**config.mk**
```make
export PLATFORM = sky130hd
export DESIGN_NAME = serial_subtractor
export DESIGN_NICKNAME = d
export VERILOG_FILES = /design/src/rtl/serial_subtractor.sv
export SDC_FILE = /design/constraint.sdc
export NUM_CORES = 1
export LEC_CHECK = 0
export CAP_MARGIN = 0
export CORE_ASPECT_RATIO = 0.7
export CORE_UTILIZATION = 24
export DETAILED_ROUTE_END_ITERATION = 12
export HOLD_SLACK_MARGIN = 0.08
export PLACE_DENSITY_LB_ADDON = 0.1
export SYNTH_ARGS = -nofsm -noshare
export SYNTH_HDL_FRONTEND = slang
export SYNTH_SLANG_ARGS = --single-unit
```
**constraint.sdc**
```tcl
create_clock -name clk -period 2.56 [get_ports clk]
set_input_delay 0.384 -clock clk [delete_from_list [all_inputs] [get_ports clk]]
set_output_delay 0.384 -clock clk [all_outputs]
set_load 0.05 [all_outputs]
```
**src/rtl/serial_subtractor.sv**
```systemverilog
// Bit-serial two's-complement subtractor: diff = a - b, one bit per clock, LSB first.
// Handshake: start is accepted in IDLE or DONE. busy is high for WIDTH cycles, then done
// pulses for one cycle while diff/borrow/zero update. The result is held until the next
// operation completes.
// Optional build macro SERIAL_SUB_SAT_EN: a result that borrows is clamped to zero. borrow and
// zero still describe the unclamped difference.
module serial_subtractor #(
  parameter int unsigned WIDTH = 8
) (
  input  logic             clk,
  input  logic             reset,   // synchronous, active-low
  input  logic             start,
  input  logic [WIDTH-1:0] a,
  input  logic [WIDTH-1:0] b,
  output logic             busy,
  output logic             done,
  output logic [WIDTH-1:0] diff,
  output logic             borrow,
  output logic             zero
);

  // One extra bit so the counter can hold WIDTH without wrapping.
  localparam int unsigned CntW = $clog2(WIDTH) + 1;
  localparam logic [CntW-1:0] CntLast = CntW'(WIDTH - 1);

  typedef enum logic [1:0] {
    StIdle,
    StRun,
    StDone
  } state_e;

  state_e           state_q;
  logic [WIDTH-1:0] sa_q;
  logic [WIDTH-1:0] sb_q;
  logic [WIDTH-1:0] sr_q;
  logic             bflop_q;
  logic [CntW-1:0]  count_q;

  logic             busy_q;
  logic             done_q;
  logic [WIDTH-1:0] diff_q;
  logic             borrow_q;
  logic             zero_q;

  logic             d_bit;
  logic             bflop_d;
  logic [WIDTH-1:0] sr_d;
  logic [WIDTH-1:0] result_d;
  logic             last_bit;

  // Full-subtractor slice on the current LSBs, plus the next result shift-register value.
  always_comb begin
    d_bit    = sa_q[0] ^ sb_q[0] ^ bflop_q;
    bflop_d  = (~sa_q[0] & sb_q[0]) | (~(sa_q[0] ^ sb_q[0]) & bflop_q);
    sr_d     = {d_bit, sr_q[WIDTH-1:1]};
    last_bit = (count_q == CntLast);
`ifdef SERIAL_SUB_SAT_EN
    result_d = bflop_d ? '0 : sr_d;
`else
    result_d = sr_d;
`endif
  end

  // Control FSM, datapath registers and registered outputs.
  always_ff @(posedge clk) begin
    if (!reset) begin
      state_q  <= StIdle;
      sa_q     <= '0;
      sb_q     <= '0;
      sr_q     <= '0;
      bflop_q  <= 1'b0;
      count_q  <= '0;
      busy_q   <= 1'b0;
      done_q   <= 1'b0;
      diff_q   <= '0;
      borrow_q <= 1'b0;
      zero_q   <= 1'b0;
    end else begin
      done_q <= 1'b0;
      unique case (state_q)
        StIdle, StDone: begin
          if (start) begin
            sa_q    <= a;
            sb_q    <= b;
            sr_q    <= '0;
            bflop_q <= 1'b0;
            count_q <= '0;
            busy_q  <= 1'b1;
            state_q <= StRun;
          end else begin
            busy_q  <= 1'b0;
            state_q <= StIdle;
          end
        end
        StRun: begin
          // start is ignored here; the operands in flight are never re-captured.
          sa_q    <= {1'b0, sa_q[WIDTH-1:1]};
          sb_q    <= {1'b0, sb_q[WIDTH-1:1]};
          sr_q    <= sr_d;
          bflop_q <= bflop_d;
          count_q <= count_q + CntW'(1);
          if (last_bit) begin
            // The last bit's result is folded straight into the outputs, so they are
            // valid in the same cycle that done is high.
            busy_q   <= 1'b0;
            done_q   <= 1'b1;
            diff_q   <= result_d;
            borrow_q <= bflop_d;
            zero_q   <= (sr_d == '0);
            state_q  <= StDone;
          end
        end
        default: begin
          busy_q  <= 1'b0;
          state_q <= StIdle;
        end
      endcase
    end
  end

  assign busy   = busy_q;
  assign done   = done_q;
  assign diff   = diff_q;
  assign borrow = borrow_q;
  assign zero   = zero_q;

endmodule

```
### Yosys cells after proc, flatten, opt, wreduce, memory -nomap -nowiden

Index checks and enable logic that the tools add are counted.

* add/sub/neg operators: 1
* equality and inequality tests: 5
* muxes and demuxes: 17
* bitwise operators: 7
* reductions and logical operators: 7

Operators by type and width (number)
* case mux 8 bit (2 select lines): 3
* 2-to-1 mux 8 bit: 3
* logical NOT 8 bit: 1
* case mux 4 bit (2 select lines): 1
* AND reduction 2 bit: 3
* 2-to-1 mux 1 bit: 5
* adder 4 x 1 -> 4 bit (second input constant): 1
* equality test 4 x 3 -> 1 bit (second input constant): 1
* 2-to-1 mux 4 bit: 1
* inequality test 2 bit (second input constant): 2
* case mux 1 bit (2 select lines): 2
* case mux 2 bit (2 select lines): 1
* AND 1 bit: 2
* equality test 2 x 1 -> 1 bit (second input constant): 1
* equality test 2 bit (second input constant): 1
* logical NOT 2 bit: 1
* 2-to-1 mux 2 bit: 1
* inverter 1 bit: 2
* nonzero test 2 bit: 1
* OR reduction 2 bit: 1
* XOR 1 bit: 2
* OR 1 bit: 1

* register bits after elaboration: 43
* input bits: 19
* word-level logic and storage cells: 48

### Depth between registers and ports, before layout

* word-level depth: 5
* depth in mapped cells: 5
* depth with buffers taken out: 5

### Least setup slack after synthesis

OpenSTA, ideal clock, no wires.

* path type: register -> register
* start: register count_q[0]
* end: register borrow_q (netlist: borrow)
* setup time: 0.079 ns
* data arrival time: 1.187 ns
* path slack: 1.294 ns
* stages on the path, launching flop included: 6
* buffers on the path: 1
* clock period less this slack: 1.266 ns
* cell sequence: dfxtp_1 > ha_1 > and3b_4 > and2_4 > buf_6 > a211oi_2

* word-level cells in the longest chain between the ends: 2

Ends and longest elaborated chain
* start: declaration: RTL line 37 `logic [CntW-1:0] count_q;`
* start signal: assignment: RTL line 101 `count_q <= count_q + CntW'(1);`
* equality test 4 x 3 -> 1 bit: RTL line 56 `last_bit = (count_q == CntLast);`
* AND reduction 2 bit (no line)
* end signal: assignment: RTL line 108 `borrow_q <= bflop_d;`
* end: declaration: RTL line 42 `logic borrow_q;`

No other way between the ends.
A chain may end at the register's enable or synchronous reset.

### Worst setup path in the final report

* start: register borrow_q (netlist: borrow)
* end: output port borrow

RTL lines
* end: declaration: RTL line 18 `output logic borrow,`

No word-level cell between the ends.

==> out/summary.log <==
INFO  global_routing grt_pass1_vias=1331
INFO  sta            achievable-frequency=549MHz
INFO  critical_path  crit_fanout=2
INFO  sta            final_period_minus_worst_setup_slack=1.82ns
INFO  synth          synthesized_flop_and_latch_total=42
INFO  synth          post_synth_inst_count=194
INFO  finish         drive_gt1_share=13.6%
INFO  routing        drcViolationCount=0
INFO  run            drv_cap=0
INFO  routing        met2_wirelength=1.69mm
INFO  sta            period_utilisation_layout=71.1%
INFO  global_routing number_of_antenna_violations_at_the_first_check_in_global_routing=0
INFO  sta            worstMarginPinSlew=0.529ns
INFO  floorplanning  die_outline_height=74.8um
INFO  finish         fill_cells=787
INFO  finish         final_core_util=31.2%
INFO  power_and_ir_drop maximum_vdd_ir_drop=0.339mV
INFO  floorplanning  die-area=0.00793mm^2
INFO  cts            post_cts_resize_count=0
INFO  outcome        outcome=finished, final reports clean
INFO  power_and_ir_drop p_per_area=659mW/mm^2
INFO  synth          syn-num-nets=215
INFO  finish         antenna_diode_count=0
INFO  floorplanning  floorplan.rows=26
INFO  floorplanning  core_region_area=0.00732mm^2
INFO  finish         post-route-cell-area=0.00229mm^2
INFO  critical_path  cp_data_arrival_time=1.44ns
INFO  hold_path      timing.hold.worst.class=reg -> reg
INFO  place          place.detailed.hpwl=2.64mm
INFO  routing        postRouteAntennaNets=0
INFO  floorplanning  start_util=24.8%
INFO  place          dpl-instance-area=0.00214mm^2
INFO  cts            clock_tree.htree_level_count=2
INFO  critical_path  crit_slowest_cell=sky130_fd_sc_hd__clkdlybuf4s50_1
INFO  critical_path  biggest_cell_delay_along_the_critical_path=0.81ns
INFO  routing        detail_route.first_pass.iterations=4
INFO  synth          area_share_of_the_largest_cell_type_after_synthesis=46.3%
INFO  cts            cts.sinks=42
INFO  floorplanning  floorplan.die.width=106um
INFO  sta            timing_max_transition_violations_final=0
INFO  routing        drt-met1-wl=2.25mm
INFO  finish         multiInputGateArea=823um^2
INFO  global_routing gr-total-overflow=0
INFO  finish         seqCellArea=841um^2
INFO  sta            final-setup-viol-count=0
INFO  critical_path  crit_family=buffers and inverters
INFO  critical_path  end_kind=primary output
INFO  finish         area_growth_syn_to_layout=25.8%
INFO  critical_path  element_type_at_the_critical_path_start=register
INFO  synth          syn_avg_cell_area=9.36um^2
INFO  critical_path  critical_path_rt=2.18ns
INFO  synth          synth_seq_area_share=46.3%
INFO  critical_path  crit_chain=clkdlybuf4s50_1
INFO  cts            clkLatencyLatePin=0.29ns
INFO  power_and_ir_drop power=1510uW
INFO  cts            ctsHoldBuffers=0
INFO  sta            fin_setup_tns=0ns
INFO  routing        drt-initial-drc-count=80
INFO  routing        routed-wl-met3=133um
INFO  cts            cts_max_path_buffers=2
INFO  global_routing total_routing_usage_reported_by_global_routing=11.1%
INFO  sta            final_hold_violating_endpoints=0
INFO  cts            postCtsSetupBuffers=0
INFO  sta            grt_setup_unrepaired=no
INFO  synth          netlist.top_cell.by_area=sky130_fd_sc_hd__dfxtp_1
INFO  cts            cts_tree=yes
INFO  finish         leading_cell_type_in_the_layout_fill_and_taps_excluded=sky130_fd_sc_hd__dfxtp_1
INFO  cts            cell_at_the_root_of_the_clock_tree=sky130_fd_sc_hd__clkbuf_8
INFO  cts            inserted_clock_buffers=5
INFO  synth          yosys-top-cells-area=sky130_fd_sc_hd__dfxtp_1, sky130_fd_sc_hd__a21oi_1, sky130_fd_sc_hd__nand3_1, sky130_fd_sc_hd__a22oi_2, sky130_fd_sc_hd__nand2_1
INFO  routing        postRouteWirelength=4.10mm
INFO  sta            max-slew-margin-rel=64.7%
INFO  routing        detail_route.vias_per_cell=4.41
INFO  synth          synth_warnings=0
INFO  place          gp_congestion=0.677
INFO  synth          syn-cell-area=0.00182mm^2
INFO  floorplanning  pin_count=31
INFO  cts            worst_setup_hold_path_clk_slew=0.09ns
INFO  critical_path  critical_path_class=reg -> out
INFO  sta            clock_skews=0.00743ns
INFO  finish         final_cell_mix=sky130_fd_sc_hd__dfxtp_1, sky130_fd_sc_hd__clkdlybuf4s50_1, sky130_fd_sc_hd__nand3_1, sky130_fd_sc_hd__a21oi_1, sky130_fd_sc_hd__nand2_1
INFO  critical_path  cp_num_buf_inv=1
INFO  global_routing grt_pass1_wl=6.78mm
INFO  power_and_ir_drop leakage=0.000779uW
INFO  finish         numnets_final=240
INFO  routing        maxUsedRoutingLayer=met4
INFO  global_routing grt_start_max_net_pins=29
INFO  routing        detail_route.wl_per_cell=12.9um
INFO  synth          netlist-cell-type-count=32
INFO  place          numPortBuffers=30
INFO  routing        num_vias=1401
==> worst register-to-register path: cells and delay by family, from the launching register on <==
family,cells,cell delay (ns)
flip-flops,1,0.34
buffers and inverters,1,0.33
multiplexers,1,0.33
AND/OR/NAND/NOR,1,0.31
AO/OA/AOI/OAI,1,0.12
==> synth_stat cells <==
cell / number
sky130_fd_sc_hd__nand4_1: 1
sky130_fd_sc_hd__o22ai_1: 1
sky130_fd_sc_hd__inv_2: 1
sky130_fd_sc_hd__nand3_1: 28
sky130_fd_sc_hd__inv_1: 4
sky130_fd_sc_hd__clkbuf_2: 1
sky130_fd_sc_hd__a22oi_2: 10
sky130_fd_sc_hd__nor2b_1: 1
sky130_fd_sc_hd__ha_1: 1
sky130_fd_sc_hd__a22oi_1: 4
sky130_fd_sc_hd__a21oi_1: 28
sky130_fd_sc_hd__nor4_1: 2
sky130_fd_sc_hd__nand2b_1: 5
sky130_fd_sc_hd__buf_6: 7
sky130_fd_sc_hd__fa_1: 1
sky130_fd_sc_hd__buf_1: 2
sky130_fd_sc_hd__and2_4: 1
sky130_fd_sc_hd__and2b_1: 2
sky130_fd_sc_hd__nor2_1: 1
sky130_fd_sc_hd__a21oi_2: 1
sky130_fd_sc_hd__a31o_2: 1
sky130_fd_sc_hd__nand2_1: 28
sky130_fd_sc_hd__o21a_1: 1
sky130_fd_sc_hd__buf_2: 1
sky130_fd_sc_hd__and3b_4: 1
sky130_fd_sc_hd__o21ai_0: 1
sky130_fd_sc_hd__mux2i_1: 9
sky130_fd_sc_hd__a211oi_2: 1
sky130_fd_sc_hd__clkbuf_1: 2
sky130_fd_sc_hd__buf_4: 4
sky130_fd_sc_hd__mux2_4: 1
sky130_fd_sc_hd__dfxtp_1: 42
==> stage by stage <==
stage | worst slack, ns | cells | hold WS (ns)
2_1_floorplan | 1.29 | 194 | 0.442
3_3_place_gp | 0.868 | 310 | 0.450
3_5_place_dp | 0.868 | 310 | 0.450
4_1_cts | 0.718 | 318 | 0.463
5_1_grt | 0.677 | 318 | 0.491
6_report | 0.739 | 318 | 0.457
==> worst paths after layout <==
kind,from,to,slack (ns),cells past startpoint
min,diff[0],diff[0],0.46,2
min reg2reg,diff[0],diff[0],0.46,2
max reg2reg,state_q[1],count_q[2],1.07,4
max,borrow,borrow,0.74,1
==> power breakdown <==
| group | switching, uW | internal (uW) |
|---|---|---|
| Combinational | 92.4 | 69.2 |
| Sequential | 15.8 | 676 |
| Clock | 235 | 416 |
==> layout make-up <==
class	count	area share (%)
flip-flops and latches	42	36.8
multi-input cells	130	36.0
repair buffers	35	14.8
well taps	98	5.36
clock buffers	6	3.61
clock inverters	2	2.63
inverters	5	0.821
==> state kept, by name, indices dropped and copies added (netlist names) <==
signal	flops
borrow	1
sr_q	7
diff	8
busy	1
state_q	2
count_q	4
sa_q	8
bflop_q	1
sb_q	8
done	1
zero	1
==> layer usage <==
| metal | vias up | GRT usage (%) |
|---|---|---|
| li1 | 724 | - |
| met1 | 654 | 15.5 |
| met2 | 21 | 16.6 |
| met3 | 2 | 3.20 |
| met4 | 0 | 3.24 |
| met5 | - | 0 |
==> cells by family after synthesis <==
kind of cell	count (synthesis)	synth area share (%)
flops	42	46.3
mux	10	5.79
compound gates	48	18.9
simple gates	70	18.8
fa+ha+maj	2	1.79
buf+inv	22	8.40
Note: power is estimated with default switching activity, not from simulation.
